<file path="config.mk">
export PLATFORM = sky130hd
export DESIGN_NAME = fb_write_arbiter
export DESIGN_NICKNAME = d
export VERILOG_FILES = /design/src/rtl/fb_write_arbiter.sv
export SDC_FILE = /design/constraint.sdc
export NUM_CORES = 1
export LEC_CHECK = 0
export CORE_MARGIN = 4
export CORE_UTILIZATION = 32
export DETAILED_ROUTE_END_ITERATION = 6
export PLACE_DENSITY_LB_ADDON = 0.08
export RECOVER_POWER = 25
export SLEW_MARGIN = 20
export SYNTH_ARGS = -nofsm -noshare
export SYNTH_HDL_FRONTEND = slang
export SYNTH_SLANG_ARGS = --single-unit
</file>
<file path="constraint.sdc">
create_clock -name clk -period 1.6 [get_ports clk]
set_input_delay 0.24 -clock clk [delete_from_list [all_inputs] [get_ports clk]]
set_output_delay 0.24 -clock clk [all_outputs]
set_load 0.01 [all_outputs]
</file>
<file path="src/rtl/fb_write_arbiter.sv">
// Burst-aware write arbiter multiplexing N draw engines onto the frame buffer write port.
// Define FB_ARB_ROUND_ROBIN_EN for round-robin arbitration; default is fixed priority (channel 0 highest).
module fb_write_arbiter #(
    parameter  int NUM_CH    = 4,
    parameter  int ADDR_W    = 17,
    parameter  int DATA_W    = 24,
    parameter  int MAX_BURST = 16,
    localparam int OWN_W     = (NUM_CH > 1) ? $clog2(NUM_CH) : 1
) (
    input  logic                     clk,
    input  logic                     rst_n,
    input  logic [NUM_CH-1:0]        ch_req,
    input  logic [NUM_CH*ADDR_W-1:0] ch_addr,
    input  logic [NUM_CH*DATA_W-1:0] ch_data,
    input  logic [NUM_CH-1:0]        ch_last,
    output logic [NUM_CH-1:0]        ch_ack,
    output logic                     fb_we,
    output logic [ADDR_W-1:0]        fb_addr,
    output logic [DATA_W-1:0]        fb_data,
    output logic [OWN_W-1:0]         owner,
    output logic                     busy
);

    localparam int CNT_W = $clog2(MAX_BURST + 1);

    typedef enum logic {
        IDLE  = 1'b0,
        GRANT = 1'b1
    } state_t;

    state_t             state, state_nxt;
    logic [OWN_W-1:0]   owner_nxt;
    logic [OWN_W-1:0]   winner;
    logic [CNT_W-1:0]   cnt, cnt_nxt, cnt_inc;
    logic               sel_req, sel_last;
    logic [ADDR_W-1:0]  sel_addr;
    logic [DATA_W-1:0]  sel_data;
    logic               transfer;

    assign busy     = (state == GRANT);
    assign transfer = busy & sel_req;
    assign cnt_inc  = cnt + CNT_W'(1);

    always_comb begin
        sel_req  = 1'b0;
        sel_last = 1'b0;
        sel_addr = '0;
        sel_data = '0;
        ch_ack   = '0;
        for (int i = 0; i < NUM_CH; i++) begin
            ch_ack[i] = ch_req[i] & (owner == OWN_W'(i)) & busy;
            if (owner == OWN_W'(i)) begin
                sel_req  = ch_req[i];
                sel_last = ch_last[i];
                sel_addr = ch_addr[i*ADDR_W +: ADDR_W];
                sel_data = ch_data[i*DATA_W +: DATA_W];
            end
        end
    end

`ifdef FB_ARB_ROUND_ROBIN_EN
    logic [OWN_W-1:0] rr_ptr;

    // Search upward from the channel after the last winner, wrapping modulo NUM_CH.
    always_comb begin
        int  idx;
        logic found;
        idx    = 0;
        found  = 1'b0;
        winner = rr_ptr;
        for (int k = 1; k <= NUM_CH; k++) begin
            idx = (int'(rr_ptr) + k) % NUM_CH;
            if (!found && ch_req[idx]) begin
                winner = OWN_W'(idx);
                found  = 1'b1;
            end
        end
    end

    always_ff @(posedge clk or negedge rst_n) begin
        if (!rst_n)
            rr_ptr <= OWN_W'(NUM_CH - 1);
        else if (state == IDLE && |ch_req)
            rr_ptr <= winner;
    end
`else
    always_comb begin
        winner = '0;
        for (int i = NUM_CH - 1; i >= 0; i--) begin
            if (ch_req[i])
                winner = OWN_W'(i);
        end
    end
`endif

    always_comb begin
        state_nxt = state;
        owner_nxt = owner;
        cnt_nxt   = cnt;
        case (state)
            IDLE: begin
                if (|ch_req) begin
                    state_nxt = GRANT;
                    owner_nxt = winner;
                    cnt_nxt   = '0;
                end
            end
            GRANT: begin
                if (transfer) begin
                    cnt_nxt = cnt_inc;
                    if (sel_last || cnt_inc == CNT_W'(MAX_BURST))
                        state_nxt = IDLE;
                end else begin
                    state_nxt = IDLE;
                end
            end
            default: state_nxt = IDLE;
        endcase
    end

    always_ff @(posedge clk or negedge rst_n) begin
        if (!rst_n) begin
            state <= IDLE;
            owner <= '0;
            cnt   <= '0;
        end else begin
            state <= state_nxt;
            owner <= owner_nxt;
            cnt   <= cnt_nxt;
        end
    end

    // One-cycle write pipeline; address and data hold when no transfer occurs.
    always_ff @(posedge clk or negedge rst_n) begin
        if (!rst_n) begin
            fb_we   <= 1'b0;
            fb_addr <= '0;
            fb_data <= '0;
        end else begin
            fb_we <= transfer;
            if (transfer) begin
                fb_addr <= sel_addr;
                fb_data <= sel_data;
            end
        end
    end

endmodule

</file>
After elaboration in Yosys (flattened, before gate mapping):

Cells that the tools add are included.

* bitwise logic cells: 10
* mux-type cells: 27
* add/sub/neg operators: 1
* reduce and logical (&&, ||, !) cells: 5
* equality and inequality tests: 6

Operator list (number)
* $mux W24: 4
* $mux W17: 4
* $mux W1: 11
* $mux W5: 2
* $pmux W5 S2: 1
* $and A1 B1 Y1: 9
* $mux W2: 4
* $add A5 B1 Y5 const B: 1
* $eq A5 B5 Y1 const B: 1
* $eq A2 B2 Y1 const B: 2
* $reduce_and A2 Y1: 2
* $reduce_or A4 Y1: 1
* $eq A2 B1 Y1 const B: 1
* $logic_not A2 Y1: 1
* $ne A2 B1 Y1 const B: 1
* $ne A2 B2 Y1 const B: 1
* $pmux W1 S2: 1
* $logic_or A1 B1 Y1: 1
* $not A1 Y1: 1

* bits in registers: 50
* input port bits: 174
* output and inout bits: 49

Longest topological paths before layout:

Gate-level depths: netlist (run 1).

* depth in word-level cells: 9
* gate-level depth with buffers: 5
* depth with buffers taken out: 4

Least setup slack after synthesis (run 1):

OpenSTA, ideal clock, no wires.

* kind: register to register
* from: register owner[0]
* to: register fb_addr[0]
* data required time: 1475 ps
* setup time: 125 ps
* setup slack: -195 ps
* arrival: 1670 ps
* stages on the path, launching flop included: 6
* buffers on the path: 2
* cell sequence: dfrtp_1 mux4_2 nand2_1 buf_6 buf_12 mux2_4

* cells in the longest elaborated chain, start to end: 6
* elaborated cells between the ends (all ways): 13
* those cells by class: eq/ne (3); mux (8); bitwise (1); reduce/logical (1)

Ends and longest elaborated chain
* from (decl): RTL line 20 `output logic [OWN_W-1:0] owner,`
* from (signal assigned): RTL line 128 `owner <= owner_nxt;`
* $logic_not A2 Y1: RTL line 52 `if (owner == OWN_W'(i)) begin`
* $mux W1 (4 in series): RTL line 52
* $and A1 B1 Y1: RTL line 41 `assign transfer = busy & sel_req;`
* to (signal assigned): RTL line 142 `fb_addr <= sel_addr;`
* to (decl): RTL line 18 `output logic [ADDR_W-1:0] fb_addr,`

Parallel ways exist; a longest one is shown, timed or not.
A chain may end at the register's enable or synchronous reset.

Worst setup path after layout (run 1):

* from: register owner[0]
* to: register fb_data[5]

* cells in the longest elaborated chain, start to end: 6
* elaborated cells between the ends (all ways): 13
* those cells by class: eq/ne (3); mux (8); bitwise (1); reduce/logical (1)

Ends and longest elaborated chain
* $logic_not A2 Y1: RTL line 52
* $mux W1 (4 in series): RTL line 52
* $and A1 B1 Y1: RTL line 41
* to (signal assigned): RTL line 143 `fb_data <= sel_data;`
* to (decl): RTL line 19 `output logic [DATA_W-1:0] fb_data,`

Parallel ways exist; a longest one is shown, timed or not.

==> impl_metrics.toml, run 1 <==
[worst_setup_path]
worst-path-buf-inv = 1
cp_max_fo = 8
cp-start-kind = "flip-flop"
cp.arrival_ps = 1980
required_ps = 1780
cp_top_family = "multiplexers"
worst_path_max_delay_cell = "mux4_2"
path_cells = "mux4_2 > nand2_8 > clkbuf_16 > mux2_2"
cp-end-kind = "flip-flop"
slowest_delay_ps = 580
path_class = "flip-flop to flip-flop"

[clock_network]
clock_latency_ps = 300
cts_sinks = 50
cts_buffer_depth = 2
numCtsBuffers = 5
htreeDepth = 2
cts.clk_slew.worst_paths_ps = 100
root_buffer = "clkbuf_8"
cts_tree = "yes"

[final_layout]
regArea_sq_um = 1260
finalNetCount = 611
syn_to_final_growth_pct = 84.4
multi_input_area_sq_um = 1880
num_antenna_cells = 0
fill_cells = 807
fin_area_sq_um = 5940
drive_gt1_frac = 0.294
final_cells = 569

[floorplanning]
core.rowCount = 36
pin_count = 223
core-area_sq_um = 9770
die_x_microns = 108
fp.dieH_microns = 108
start_util = 0.330
die-area_sq_um = 11700

[global_routing]
grt_overflow = 0
grt_pass1_wl_mm = 15.3
track_usage = 0.169
grt_start_max_net_pins = 51
antenna_found_initial = 0
grt_pass1_vias = 2910

[sta]
finClkSkew_ps = 14.7
fin_ws_ps = -206
fmax_mhz = 554
maxSlewViolCount = 0
fin_crit_sh = 1.13
rsz0062_at_grt = "yes"
slew_headroom = 0.544
setup_viol = 49
finalHoldViolations = 0
worstMarginPinSlew_ps = 684
tns_ps = -7990
post-route-min-period_ps = 1810

[run_status]
violations = "negative setup slack"
status = "complete, but fails checks"

[synth]
synth-seq-cells = 50
ys_types = 33
ys.warnings.count = 0
syn_area_sq_um = 3220
synthCells = 193
synth_seq_area_share = 0.388
synth_area_per_cell_sq_um = 16.7
syn_nets = 369

[placement]
dp.cells = 555
dp_hpwl_mm = 8.39
place_congestion = 0.763
placed_area_sq_um = 5690
port_buffers = 222
pre_cts_slack_ps = -464

[flow_run]
maxCapViolations = 0

[routing]
drc_errors = 0
viasPerCell = 4.85
drtPass1Iterations = 4
final_antenna_net_count = 0
drt_iter0_markers = 151
wire_per_inst_microns = 18.6
vias = 2762
drt_wl_total_mm = 10.6

[pwr]
p_leak_nw = 2.47
p_total_mw = 9.67
vdd_drop_max_mv = 0.914
pwr_density_cell_nw_per_um2 = 1630

[hold_path]
hp-class = "flip-flop to flip-flop"
## report_power, final
group | internal, mW | total [mW] | switching [mW]
Clock | 0.467 | 0.879 | 0.412
Combinational | 4.19 | 6.49 | 2.30
Sequential | 1.91 | 2.30 | 0.386
## worst paths after layout
check,start,endpoint,slack (ps),cells past startpoint
max in group asynchronous,rst_n,owner[0],460,3
setup reg to reg,owner[0],fb_data[5],-210,4
hold reg to reg,fb_data[12],fb_data[12],510,1
min in group asynchronous,rst_n,fb_data[16],630,3
setup / recovery,owner[0],fb_data[5],-210,4
hold / removal,fb_data[12],fb_data[12],510,1
## kinds of logic after synthesis
family	after synthesis	share of synthesized area
multiplexers	89	0.489
adder cells (fa/ha/maj)	2	0.00777
buffers and inverters	19	0.0489
AO/OA/AOI/OAI	12	0.0245
AND/OR/NAND/NOR	18	0.0338
XOR/XNOR	3	0.00816
flip-flops	50	0.388
## placed cells by master, fill, tap and decap left out, types with 2 or more instances in the layout
cell type,n
clkbuf_8,5
buf_6,2
o22a_1,2
inv_1,3
and4b_1,2
ha_1,2
xor2_1,2
mux2i_1,5
o21ai_0,6
mux4_2,42
buf_12,4
dfrtp_1,48
dlygate4sd2_1,2
nand3_1,2
clkdlybuf4s50_1,214
buf_4,20
nor2_1,6
mux2_2,6
buf_2,2
mux2_4,35
## timing repair
item | in CTS | in global routing
endpoints found under the hold margin | 50 | 0
cloned | 1 | 1
setup endpoints to repair | 53 | 53
hold buffers | 1 | 0
buffers inserted | 2 | 1
resized for setup | 24 | 14
pin swaps | 1 | 1
## area by class of cell
type,instances,share of cell area
Inverter,3,0.00190
Clock buffer,6,0.0122
Timing Repair Buffer,251,0.424
Sequential cell,50,0.211
Tap cell,133,0.0280
Multi-Input combinational cell,124,0.316
Clock inverter,2,0.00632
## synth_stat cells, drive strengths merged
library cell / n / area [sq um]
a21bo: 1 / 10.0
a21oi: 1 / 5.00
a31oi: 1 / 6.26
and2: 1 / 6.26
and3b: 1 / 8.76
and4: 1 / 8.76
and4b: 2 / 20.0
buf: 13 / 135
clkbuf: 3 / 11.3
dfrtp: 50 / 1250
ha: 2 / 25.0
inv: 3 / 11.3
mux2: 41 / 552
mux2i: 5 / 50.1
mux4: 43 / 972
nand2: 1 / 3.75
nand3: 2 / 10.0
nand3b: 1 / 7.51
nor2: 6 / 22.5
nor3: 1 / 5.00
nor4: 1 / 6.26
nor4bb: 1 / 10.0
o21ai: 6 / 30.0
o22a: 2 / 17.5
o32a: 1 / 10.0
xnor2: 1 / 8.76
xor2: 2 / 17.5
## metal layers
layer / GRT usage / routed length [microns] / up-vias
met5: 0 / 0 / -
met4: 0.0343 / 117 / 0
met3: 0.0603 / 1220 / 9
met2: 0.295 / 5310 / 145
met1: 0.200 / 3910 / 1350
li1: - / - / 1258
## flip-flops by register name, indices dropped and copies added, names as in the netlist
name and cells:
fb_addr 17, fb_data 24, owner 2, busy 1, fb_we 1, cnt 5
## stage by stage
stage               hold slack [ps]  utilization
global placement                255        0.582
floorplan                     -55.6            -
detailed placement              250        0.582
global route                    526        0.608
finish                          511        0.608
CTS                             476        0.602
No activity file was read; power rests on OpenSTA's default activity.
==> run 2: changes to the inputs <==
- PLACE_DENSITY: not set -> 0.77
- PLACE_DENSITY_LB_ADDON: 0.08 -> not set
==> impl_metrics.toml, run 2 (same netlist as run 1, synthesis figures left out) <==
[global_routing]
track_usage = 0.175
grt_overflow = 0
grt_pass1_wl_mm = 15.8
use_met2 = 0.326
grt_start_max_net_pins = 51
grt_pass1_vias = 3103
antenna_found_initial = 0
grtUsageMet3 = 0.0770
met1_usage = 0.183
busiest_layer = "met2"

[placement]
pre_cts_slack_ps = -441
port_buffers = 222
dp.cells = 553
dp_hpwl_mm = 8.73
placed_area_sq_um = 5670
place_congestion = 0.784

[worst_setup_path]
cp-end-kind = "flip-flop"
required_ps = 1790
cp.arrival_ps = 1970
r2r_cells = 4
cp-start-kind = "flip-flop"
path_class = "flip-flop to flip-flop"
cp_max_fo = 11

[sta]
slew_headroom = 0.548
post-route-min-period_ps = 1790
fmax_mhz = 559
rsz0062_at_grt = "yes"
maxSlewViolCount = 0
finClkSkew_ps = 7.51
setup_viol = 48
worstMarginPinSlew_ps = 677
tns_ps = -7320
fin_ws_ps = -188
fin_crit_sh = 1.12
whs_ps = 512
finalHoldViolations = 0

[final_layout]
num_antenna_cells = 0
final_core_util = 0.612
largest_register_ffs = 24
fill_cells = 785
final_common_cell = "clkdlybuf4s50_1"
final_cells = 571
fin_area_sq_um = 5980
drive_gt1_frac = 0.304
syn_to_final_growth_pct = 85.7
top_register = "fb_data"
final_cell_mix = "214 x clkdlybuf4s50_1, 48 x dfrtp_1, 43 x mux4_2"
reg.largest.list = "fb_data: 24 flops, fb_addr: 17 flops, cnt: 5 flops"
finalNetCount = 613

[floorplanning]
start_util = 0.330
core-area_sq_um = 9770
core.rowCount = 36
fp.dieH_microns = 108
die_x_microns = 108
pin_count = 223
die-area_sq_um = 11700

[routing]
drt_wl_total_mm = 10.8
vias = 2773
drtPass1Iterations = 4
viasPerCell = 4.86
final_antenna_net_count = 0
drt_iter0_markers = 99
drc_errors = 0
wire_per_inst_microns = 19.0

[run_status]
status = "complete, but fails checks"
violations = "negative setup slack"

[clock_network]
cts_tree = "yes"
cts_buffer_depth = 2
cts.clk_slew.worst_paths_ps = 90
cts_sinks = 50
root_buffer = "clkbuf_8"
htreeDepth = 2
numCtsBuffers = 5
clock_latency_ps = 300

[pwr]
p_leak_nw = 2.46
vdd_drop_max_mv = 0.964
p_total_mw = 9.80
pwr_density_cell_nw_per_um2 = 1640

[hold_path]
whs_path_depth = 1
hp-class = "flip-flop to flip-flop"

[flow_run]
maxCapViolations = 0
run 2: cell types whose count changed in the layout (fill, tap and decap cells not counted), sizes merged:
cell,delta
buf,+3
clkdlybuf4s15,-1
clkinv,+1
clkinvlp,-1
dlymetal6s2s,-1
inv,+1
run 2: repair_timing:
action	in CTS	in global routing
buffers inserted	4	1
gates cloned	1	3
pin swaps	2	1
hold endpoints to repair	50	0
resized for setup	37	5
setup endpoints to repair	51	52
hold buffers	1	0
run 2: worst paths after layout:
path | startpoint | end | slack (ps)
worst min register to register | fb_data[3] | fb_data[3] | 510
worst max register to register | owner[0] | fb_data[13] | -190
worst max-delay path | owner[0] | fb_data[13] | -190
worst min-delay path | fb_data[3] | fb_data[3] | 510
max in group asynchronous | rst_n | owner[0] | 460
min in group asynchronous | rst_n | fb_data[14] | 630
run 2: final cells by class:
cell class / count / area (sq um) / share of cell area
Multi-Input combinational cell: 124 / 1840 / 0.307
Clock buffer: 5 / 68.8 / 0.0115
Clock inverter: 3 / 43.8 / 0.00732
Sequential cell: 50 / 1260 / 0.210
Inverter: 3 / 11.3 / 0.00188
Tap cell: 133 / 166 / 0.0278
Timing Repair Buffer: 253 / 2600 / 0.435
run 2: where the power goes:
part | internal, mW | switching, mW
Sequential | 1.91 | 0.390
Combinational | 4.28 | 2.32
Clock | 0.469 | 0.425
run 2: per-layer routing:
| metal | part of all wire | routed length, microns |
|---|---|---|
| met5 | 0 | 0 |
| met4 | 0.012 | 134 |
| met3 | 0.12 | 1250 |
| met2 | 0.53 | 5720 |
| met1 | 0.35 | 3750 |
run 2: critical path, stage by stage, from the launching register on:
cell and delay (ps):
dfrtp_4 460, mux4_2 580, nand2_8 150, buf_12 150
mux2_2 340
